$ cat config.mk
export PLATFORM = sky130hd
export DESIGN_NAME = regfile_wb_scheduler
export DESIGN_NICKNAME = d
export VERILOG_FILES = /design/src/rtl/regfile_pkg.sv /design/src/rtl/regfile_wb_scheduler_rr_arbiter2.sv /design/src/rtl/regfile_wb_scheduler.sv
export SDC_FILE = /design/constraint.sdc
export NUM_CORES = 1
export LEC_CHECK = 0
export CORE_ASPECT_RATIO = 0.9
export CORE_MARGIN = 5
export CORE_UTILIZATION = 42
export DETAILED_ROUTE_END_ITERATION = 16
export PLACE_DENSITY = 0.87
export SLEW_MARGIN = 20
export SYNTH_ARGS = -nofsm -noshare
export SYNTH_HDL_FRONTEND = slang
export SYNTH_SLANG_ARGS = --single-unit
$ cat constraint.sdc
create_clock -name Clk -period 2.7 [get_ports Clk]
set_input_delay 0.54 -clock Clk [delete_from_list [all_inputs] [get_ports Clk]]
set_output_delay 0.54 -clock Clk [all_outputs]
set_load 0.005 [all_outputs]
$ cat src/rtl/regfile_pkg.sv
// regfile_pkg
// Shared constants and types for the register-file write-back path.
//   NUM_REGS / ADDR_W / DATA_W : register-file geometry
//   REG_SP / REG_RA            : architectural aliases for R14 / R15
//   SP_RESET                   : initial stack pointer value used by the core
//   req_id_e                   : identifies the two write-back producers
package regfile_pkg;

    localparam int NUM_REGS = 16;
    localparam int ADDR_W   = 5;
    localparam int DATA_W   = 32;

    localparam int REG_SP = 14;
    localparam int REG_RA = 15;

    localparam logic [31:0] SP_RESET = 32'h0000_1000;

    // Requester 0 is the ALU result path, requester 1 the load-return path.
    typedef enum logic [0:0] {
        REQ_EX  = 1'b0,
        REQ_MEM = 1'b1
    } req_id_e;

endpackage

$ cat src/rtl/regfile_wb_scheduler_rr_arbiter2.sv
// rr_arbiter2
// Two-input round-robin arbiter with a freeze input.
// Ports:
//   Clk, Reset : clock, synchronous active-high reset
//   hold       : when high no grant is issued and the pointer is frozen
//   req[1:0]   : request vector
//   grant[1:0] : one-hot (or zero) combinational grant
module rr_arbiter2
    import regfile_pkg::*;
(
    input  logic       Clk,
    input  logic       Reset,
    input  logic       hold,
    input  logic [1:0] req,
    output logic [1:0] grant
);

    // Pointer names the requester that wins the next contested cycle.
    logic rr_ptr_r;
    logic freeze_s;
    logic [1:0] grant_s;

    // Grants are suppressed during reset as well as during hold.
    assign freeze_s = hold | Reset;

    // Grant selection: single requester wins outright, contention uses the pointer.
    always_comb begin
        grant_s = 2'b00;
        if (freeze_s) begin
            grant_s = 2'b00;
        end else begin
            case (req)
                2'b01:   grant_s = 2'b01;
                2'b10:   grant_s = 2'b10;
                2'b11:   grant_s = (rr_ptr_r == REQ_MEM) ? 2'b10 : 2'b01;
                default: grant_s = 2'b00;
            endcase
        end
    end

    // Pointer moves to the loser only after a contested grant.
    always_ff @(posedge Clk) begin
        if (Reset) begin
            rr_ptr_r <= 1'b0;
        end else if (!freeze_s && (req == 2'b11)) begin
            rr_ptr_r <= ~rr_ptr_r;
        end else begin
            rr_ptr_r <= rr_ptr_r;
        end
    end

    assign grant = grant_s;

endmodule

$ cat src/rtl/regfile_wb_scheduler.sv
// regfile_wb_scheduler
// Arbitrates the EX and MEM write-back producers onto the single register
// file write port, registers the port, and keeps a per-register pending
// scoreboard that decode consults to stall operand reads.
// Ports:
//   Clk, Reset              : clock, synchronous active-high reset
//   wb_hold                 : freeze grants and write-port activity
//   req_valid / req_ready   : per-requester handshake (bit0 = EX, bit1 = MEM)
//   req_addr0/1, req_data0/1: destination register and data per requester
//   rsv_valid, rsv_addr     : decode reserves a destination register
//   rd_addr1, rd_addr2      : operands decode is about to read
//   rd_stall                : an operand is not yet valid in the register file
//   RegWrite/Write_Reg/Write_Data : registered register-file write port
//   pending                 : scoreboard, one bit per register
//   addr_err                : one-cycle pulse after an out-of-range address
module regfile_wb_scheduler
#(
    parameter int NUM_REGS = regfile_pkg::NUM_REGS,
    parameter int ADDR_W   = regfile_pkg::ADDR_W,
    parameter int DATA_W   = regfile_pkg::DATA_W
)
(
    input  logic                Clk,
    input  logic                Reset,
    input  logic                wb_hold,
    input  logic [1:0]          req_valid,
    output logic [1:0]          req_ready,
    input  logic [ADDR_W-1:0]   req_addr0,
    input  logic [ADDR_W-1:0]   req_addr1,
    input  logic [DATA_W-1:0]   req_data0,
    input  logic [DATA_W-1:0]   req_data1,
    input  logic                rsv_valid,
    input  logic [ADDR_W-1:0]   rsv_addr,
    input  logic [ADDR_W-1:0]   rd_addr1,
    input  logic [ADDR_W-1:0]   rd_addr2,
    output logic                rd_stall,
    output logic                RegWrite,
    output logic [ADDR_W-1:0]   Write_Reg,
    output logic [DATA_W-1:0]   Write_Data,
    output logic [NUM_REGS-1:0] pending,
    output logic                addr_err
);

    import regfile_pkg::*;

    localparam logic [ADDR_W-1:0] ADDR_LIMIT = ADDR_W'(NUM_REGS);

    function automatic logic addr_ok(input logic [ADDR_W-1:0] a);
        return (a < ADDR_LIMIT);
    endfunction

    // Scoreboard lookup; an out-of-range address matches no entry.
    function automatic logic pend_lookup(input logic [NUM_REGS-1:0] p,
                                         input logic [ADDR_W-1:0]   a);
        logic hit;
        hit = 1'b0;
        for (int i = 0; i < NUM_REGS; i++) begin
            if (a == ADDR_W'(i)) begin
                hit = hit | p[i];
            end else begin
                hit = hit;
            end
        end
        return hit;
    endfunction

    logic [1:0]          grant_s;
    req_id_e             sel_id_s;
    logic                handshake_s;
    logic [ADDR_W-1:0]   sel_addr_s;
    logic [DATA_W-1:0]   sel_data_s;
    logic                sel_legal_s;
    logic                rsv_legal_s;
    logic                wr_accept_s;
    logic [NUM_REGS-1:0] pending_next_s;
    logic                rd_stall_s;

    logic                reg_write_r;
    logic [ADDR_W-1:0]   write_reg_r;
    logic [DATA_W-1:0]   write_data_r;
    logic [NUM_REGS-1:0] pending_r;
    logic                addr_err_r;

    rr_arbiter2 u_arb (
        .Clk   (Clk),
        .Reset (Reset),
        .hold  (wb_hold),
        .req   (req_valid),
        .grant (grant_s)
    );

    assign req_ready = grant_s;

    // Steer the granted requester's address and data onto the write path.
    always_comb begin
        handshake_s = |(req_valid & grant_s);
        case (grant_s)
            2'b10:   sel_id_s = REQ_MEM;
            default: sel_id_s = REQ_EX;
        endcase
        if (sel_id_s == REQ_MEM) begin
            sel_addr_s = req_addr1;
            sel_data_s = req_data1;
        end else begin
            sel_addr_s = req_addr0;
            sel_data_s = req_data0;
        end
        sel_legal_s = addr_ok(sel_addr_s);
        rsv_legal_s = addr_ok(rsv_addr);
        // Illegal writes are handshaken but never reach the register file.
        wr_accept_s = handshake_s & sel_legal_s;
    end

    // Scoreboard next state: clear on write, then set on reserve so set wins.
    always_comb begin
        pending_next_s = pending_r;
        for (int i = 0; i < NUM_REGS; i++) begin
            if (wr_accept_s && (sel_addr_s == ADDR_W'(i))) begin
                pending_next_s[i] = 1'b0;
            end else begin
                pending_next_s[i] = pending_next_s[i];
            end
            if (rsv_valid && rsv_legal_s && (rsv_addr == ADDR_W'(i))) begin
                pending_next_s[i] = 1'b1;
            end else begin
                pending_next_s[i] = pending_next_s[i];
            end
        end
    end

    // Scoreboard register.
    always_ff @(posedge Clk) begin
        if (Reset) begin
            pending_r <= {NUM_REGS{1'b0}};
        end else begin
            pending_r <= pending_next_s;
        end
    end

    // Write-port register: address/data hold when no write is issued.
    always_ff @(posedge Clk) begin
        if (Reset) begin
            reg_write_r  <= 1'b0;
            write_reg_r  <= {ADDR_W{1'b0}};
            write_data_r <= {DATA_W{1'b0}};
        end else if (wr_accept_s) begin
            reg_write_r  <= 1'b1;
            write_reg_r  <= sel_addr_s;
            write_data_r <= sel_data_s;
        end else begin
            reg_write_r  <= 1'b0;
            write_reg_r  <= write_reg_r;
            write_data_r <= write_data_r;
        end
    end

    // Address error pulse for an out-of-range write or reservation.
    always_ff @(posedge Clk) begin
        if (Reset) begin
            addr_err_r <= 1'b0;
        end else begin
            addr_err_r <= (handshake_s & ~sel_legal_s) | (rsv_valid & ~rsv_legal_s);
        end
    end

    // Operand stall: outstanding reservation or the write currently in flight.
    always_comb begin
        rd_stall_s = pend_lookup(pending_r, rd_addr1)
                   | pend_lookup(pending_r, rd_addr2)
                   | (reg_write_r & ((write_reg_r == rd_addr1) | (write_reg_r == rd_addr2)));
    end

    assign rd_stall   = rd_stall_s;
    assign RegWrite   = reg_write_r;
    assign Write_Reg  = write_reg_r;
    assign Write_Data = write_data_r;
    assign pending    = pending_r;
    assign addr_err   = addr_err_r;

endmodule

==> run summary <==
The violation count after the first detailed-routing iteration is 221. The category of the critical setup timing path is in2out. Setup repair after global routing left no endpoint under its margin.

The clock latency reported for the late side of the worst-skew pair came out at approximately 0.31 ns. In the layout the commonest cells are clkdlybuf4s50_1, nand2_1, dfxtp_1, nor2_1, a311oi_2. The final cell count without fillers is between 600 and 700.

The number of flops mapped to enable cells by yosys is 0. The final critical-path share of the clock period is 97.7%. The clock passes through at most 2 buffers.

Global routing used ~21% of the available tracks. The die covers 0.00961 mm². The total routed wirelength is 10.4 mm.

The highest net fanout along the worst path is 4. The clock buffer count from CTS came out at 5. The number of antenna-violating nets in the routed design is 0.

The first TritonRoute pass finished after 4 iterations. The first global-routing pass estimated 16.2 mm of wire. After synthesis, the largest family of logic cells by area is compound AO/OA/AOI/OAI gates.

Summed over all instances, the cell type with the most area after synthesis is dfxtp_1. In this run the number of cells on the critical path is 7. The measured slew at the worst slew-check pin is 0.535 ns.

The die width is between 100 and 150 µm. The path depth of the worst reg2reg path came out at 6. STA classifies the critical path endpoint as an output port. The maximum ir drop on the vdd rail came out at 0.186 mV. Setup violations remaining at the end of the flow were counted as 0. The average instance area after synthesis is roughly 8.6 µm².

Among cell families on the critical path, the largest total delay comes from simple AND/OR/NAND/NOR gates. The fraction of synthesized cell area in xor and xnor cells is 2.69%. The cell with the biggest individual delay on the critical path is or4_4. By area the synthesized netlist is led by dfxtp_1, a311oi_2, nand2_1.

The min-delay analysis places its worst path in the category reg2reg. TritonCTS built the clock tree. The maximum level of the CTS H-tree is 2.

The data required time of the worst path came out at between 2 and 2.5 ns. Yosys printed 0 warnings. Across all layers, the routed design uses 3,490 vias.

The run finished with clean final reports. In the synthesized netlist, mux cells make up 6.46% of the area. The wire-length estimate of the detail-placed layout is 8.20 mm. The die boundary height came out at 93.5 µm. The post-synthesis simple-gate area fraction came out at 23.6%. The area share of the largest cell type after synthesis came out at 34.4%. STA classifies the critical path startpoint as an input pin.

The number of sinks on the clock net came out at 56. The upper clock frequency limit is 379 MHz. The synthesis-to-layout area growth is 55.2%. The post-synthesis instance total is 380. The tree is rooted in a clkbuf_8.

The area inside the core boundary came out at 0.00754 mm². In this run the count of I/O pins placed on the die edge is 153. Headroom to the max-slew limit came out at 64.0%. The count of antenna diodes in the layout came out at 0. The post-route netlist has 14.9% of its cells at a drive strength greater than 1.

For the final database, setup skew stands at 0.00785 ns. The arithmetic-cell share of the synthesized area counting full adders, half adders and majority gates is 0%. The finished cells cover just over 0.005 mm². The net total in the final layout came out at 631. The global placer's final weighted congestion came out at approximately 0.93. The max-cap violation count came out at 0.

Traced cell by cell, the critical path runs through dlygate4sd2_1 -> and2_4 -> nor3b_1 -> or4_4 -> a221oi_2 -> o2111ai_1 -> buf_2. The post-placement cell count came out at 625. The maximum number of pins on one net before global-route repair came out at 47. The most frequent standard cell in the layout excluding fill and tap cells is clkdlybuf4s50_1. The count of hold buffers inserted by post-cts repair is 0.

The number of port buffers came out at 152. Once the floorplan was initialized, standard cells occupied 43.2% of the core. Dividing the detail-routed wire length by the instance count gives between 15 and 20 µm. The residual DRC count came out at 0. The post-place instance area is 0.00496 mm². The sequential fraction of the synthesis area is 34.4%. The analysis attributes to cell leakage a power of about 1.8 nW.

After floorplanning, the core was divided into 30 placement rows. The via density per instance is 5.51. The data arrival time at the worst-slack endpoint is 2.10 ns. The via count of the first global-routing pass came out at 3,407. After synthesis the cells add up to 0.00326 mm². The share of synthesized registers carrying an async set or reset is 0%. The cell count of the worst hold path came out at 2. For this run the aggregate overflow at the end of global routing stands at 0. The largest single stage delay on the critical path is 0.53 ns. The synthesized netlist devotes 27.2% of its cell area to compound gates. The final critical delay including setup and external delays came out at 2.64 ns. The count of endpoints failing hold in the final timing report was 0. The number of distinct library cell variants in the gate-level netlist after synthesis came out at between 40 and 50. The number of pins exceeding their max-slew limit in the final report came out at 0. The clock slew seen by the registers of the worst setup and hold paths is between 0.1 and 0.15 ns. The most used flip-flop cell after synthesis is dfxtp_1. The number of nets produced by synthesis came out at 475. The number of antenna violations at the first check in global routing came to 0. The power per cell area came out at between 300 and 400 mW/mm².

The number of flip-flops and latches in the synthesized netlist came out at 56. The post-CTS setup repair buffer count came out at 0. The number of buffers and inverters on the critical path is 2.
worst register-to-register path, delay by kind of cell (launching register included):
kind	cells	cell delay, ns
AOI/OAI and AO/OA	1	0.09
buffers and inverters	1	0.40
DFF	1	0.35
muxes	1	0.41
and+or+nand+nor	3	0.54
power by group:
part | internal [mW] | switching [mW]
logic | 0.273 | 0.194
registers | 0.858 | 0.0226
clock network | 0.185 | 0.287
metrics by stage:
stage	power (mW)	setup WS, ns	setup TNS (ns)	util [%]	hold WS, ns
after floorplan	1.09	0.237	0	-	0.480
after global placement	1.36	-0.579	-0.579	65.7	0.496
after detailed placement	1.37	-0.638	-0.638	65.7	0.504
after CTS	1.83	0.0225	0	66.9	0.519
after global routing	1.90	0.0113	0	67.0	0.544
final	1.82	0.0624	0	67.0	0.521
path summary, 6_finish.rpt:
path                       start        endpoint  slack (ns)
setup / recovery     rd_addr2[3]        rd_stall        0.06
hold / removal    Write_Data[20]  Write_Data[20]        0.52
setup reg to reg  u_arb.rr_ptr_r      pending[7]        0.80
hold reg to reg   Write_Data[20]  Write_Data[20]        0.52
flip-flops by register name, summed over array words and instances, names as in the netlist:
name / flops
RegWrite: 1
Write_Data: 32
Write_Reg: 5
addr_err: 1
pending: 16
u_arb.rr_ptr_r: 1
synthesized netlist by cell type, types with 4 or more instances:
library cell and instances:
inv_1 8, o21ai_0 12, clkbuf_1 19, buf_6 4, xor2_1 4, nand2b_1 9, nand3_1 5, dfxtp_1 56
nor3_1 5, mux4_2 4, a21oi_1 12, nor2b_1 13, o32ai_1 4, a31oi_1 6, a211oi_1 4, nor4_1 5
a311oi_1 9, nor3b_1 4, mux2i_1 12, nor2_1 45, a311oi_2 29, nand2_1 74, xnor2_1 6
kinds of logic (layout without fill, tap and decap cells):
group,count (synthesis),count (layout)
and+or+nand+nor,170,170
xor gates and xnor gates,10,10
muxes,16,16
AOI/OAI and AO/OA,91,91
buffers and inverters,37,194
DFF,56,56
routing by layer:
metal | global-route usage (%) | up-vias | share of wire, %
met2 | 34.9 | 165 | 48
met4 | 5.18 | 0 | 1.4
met3 | 6.26 | 18 | 12
li1 | - | 1692 | -
met5 | 0 | - | 0
met1 | 25.8 | 1615 | 39
cell type report:
cell class,count,area (µm²)
repair buffers,177,1720
clock buffers,5,68.8
well taps,96,120
inverters,9,33.8
multi-input cells,287,1970
clock inverters,3,21.3
flip-flops and latches,56,1120
fillers,604,2490
repair_timing:
| item | CTS | global route |
|---|---|---|
| gates cloned | 0 | 0 |
| pin swaps | 2 | 2 |
| setup endpoints to repair | 1 | 1 |
| resized for setup | 15 | 2 |
No activity file was read; power rests on OpenSTA's default activity.
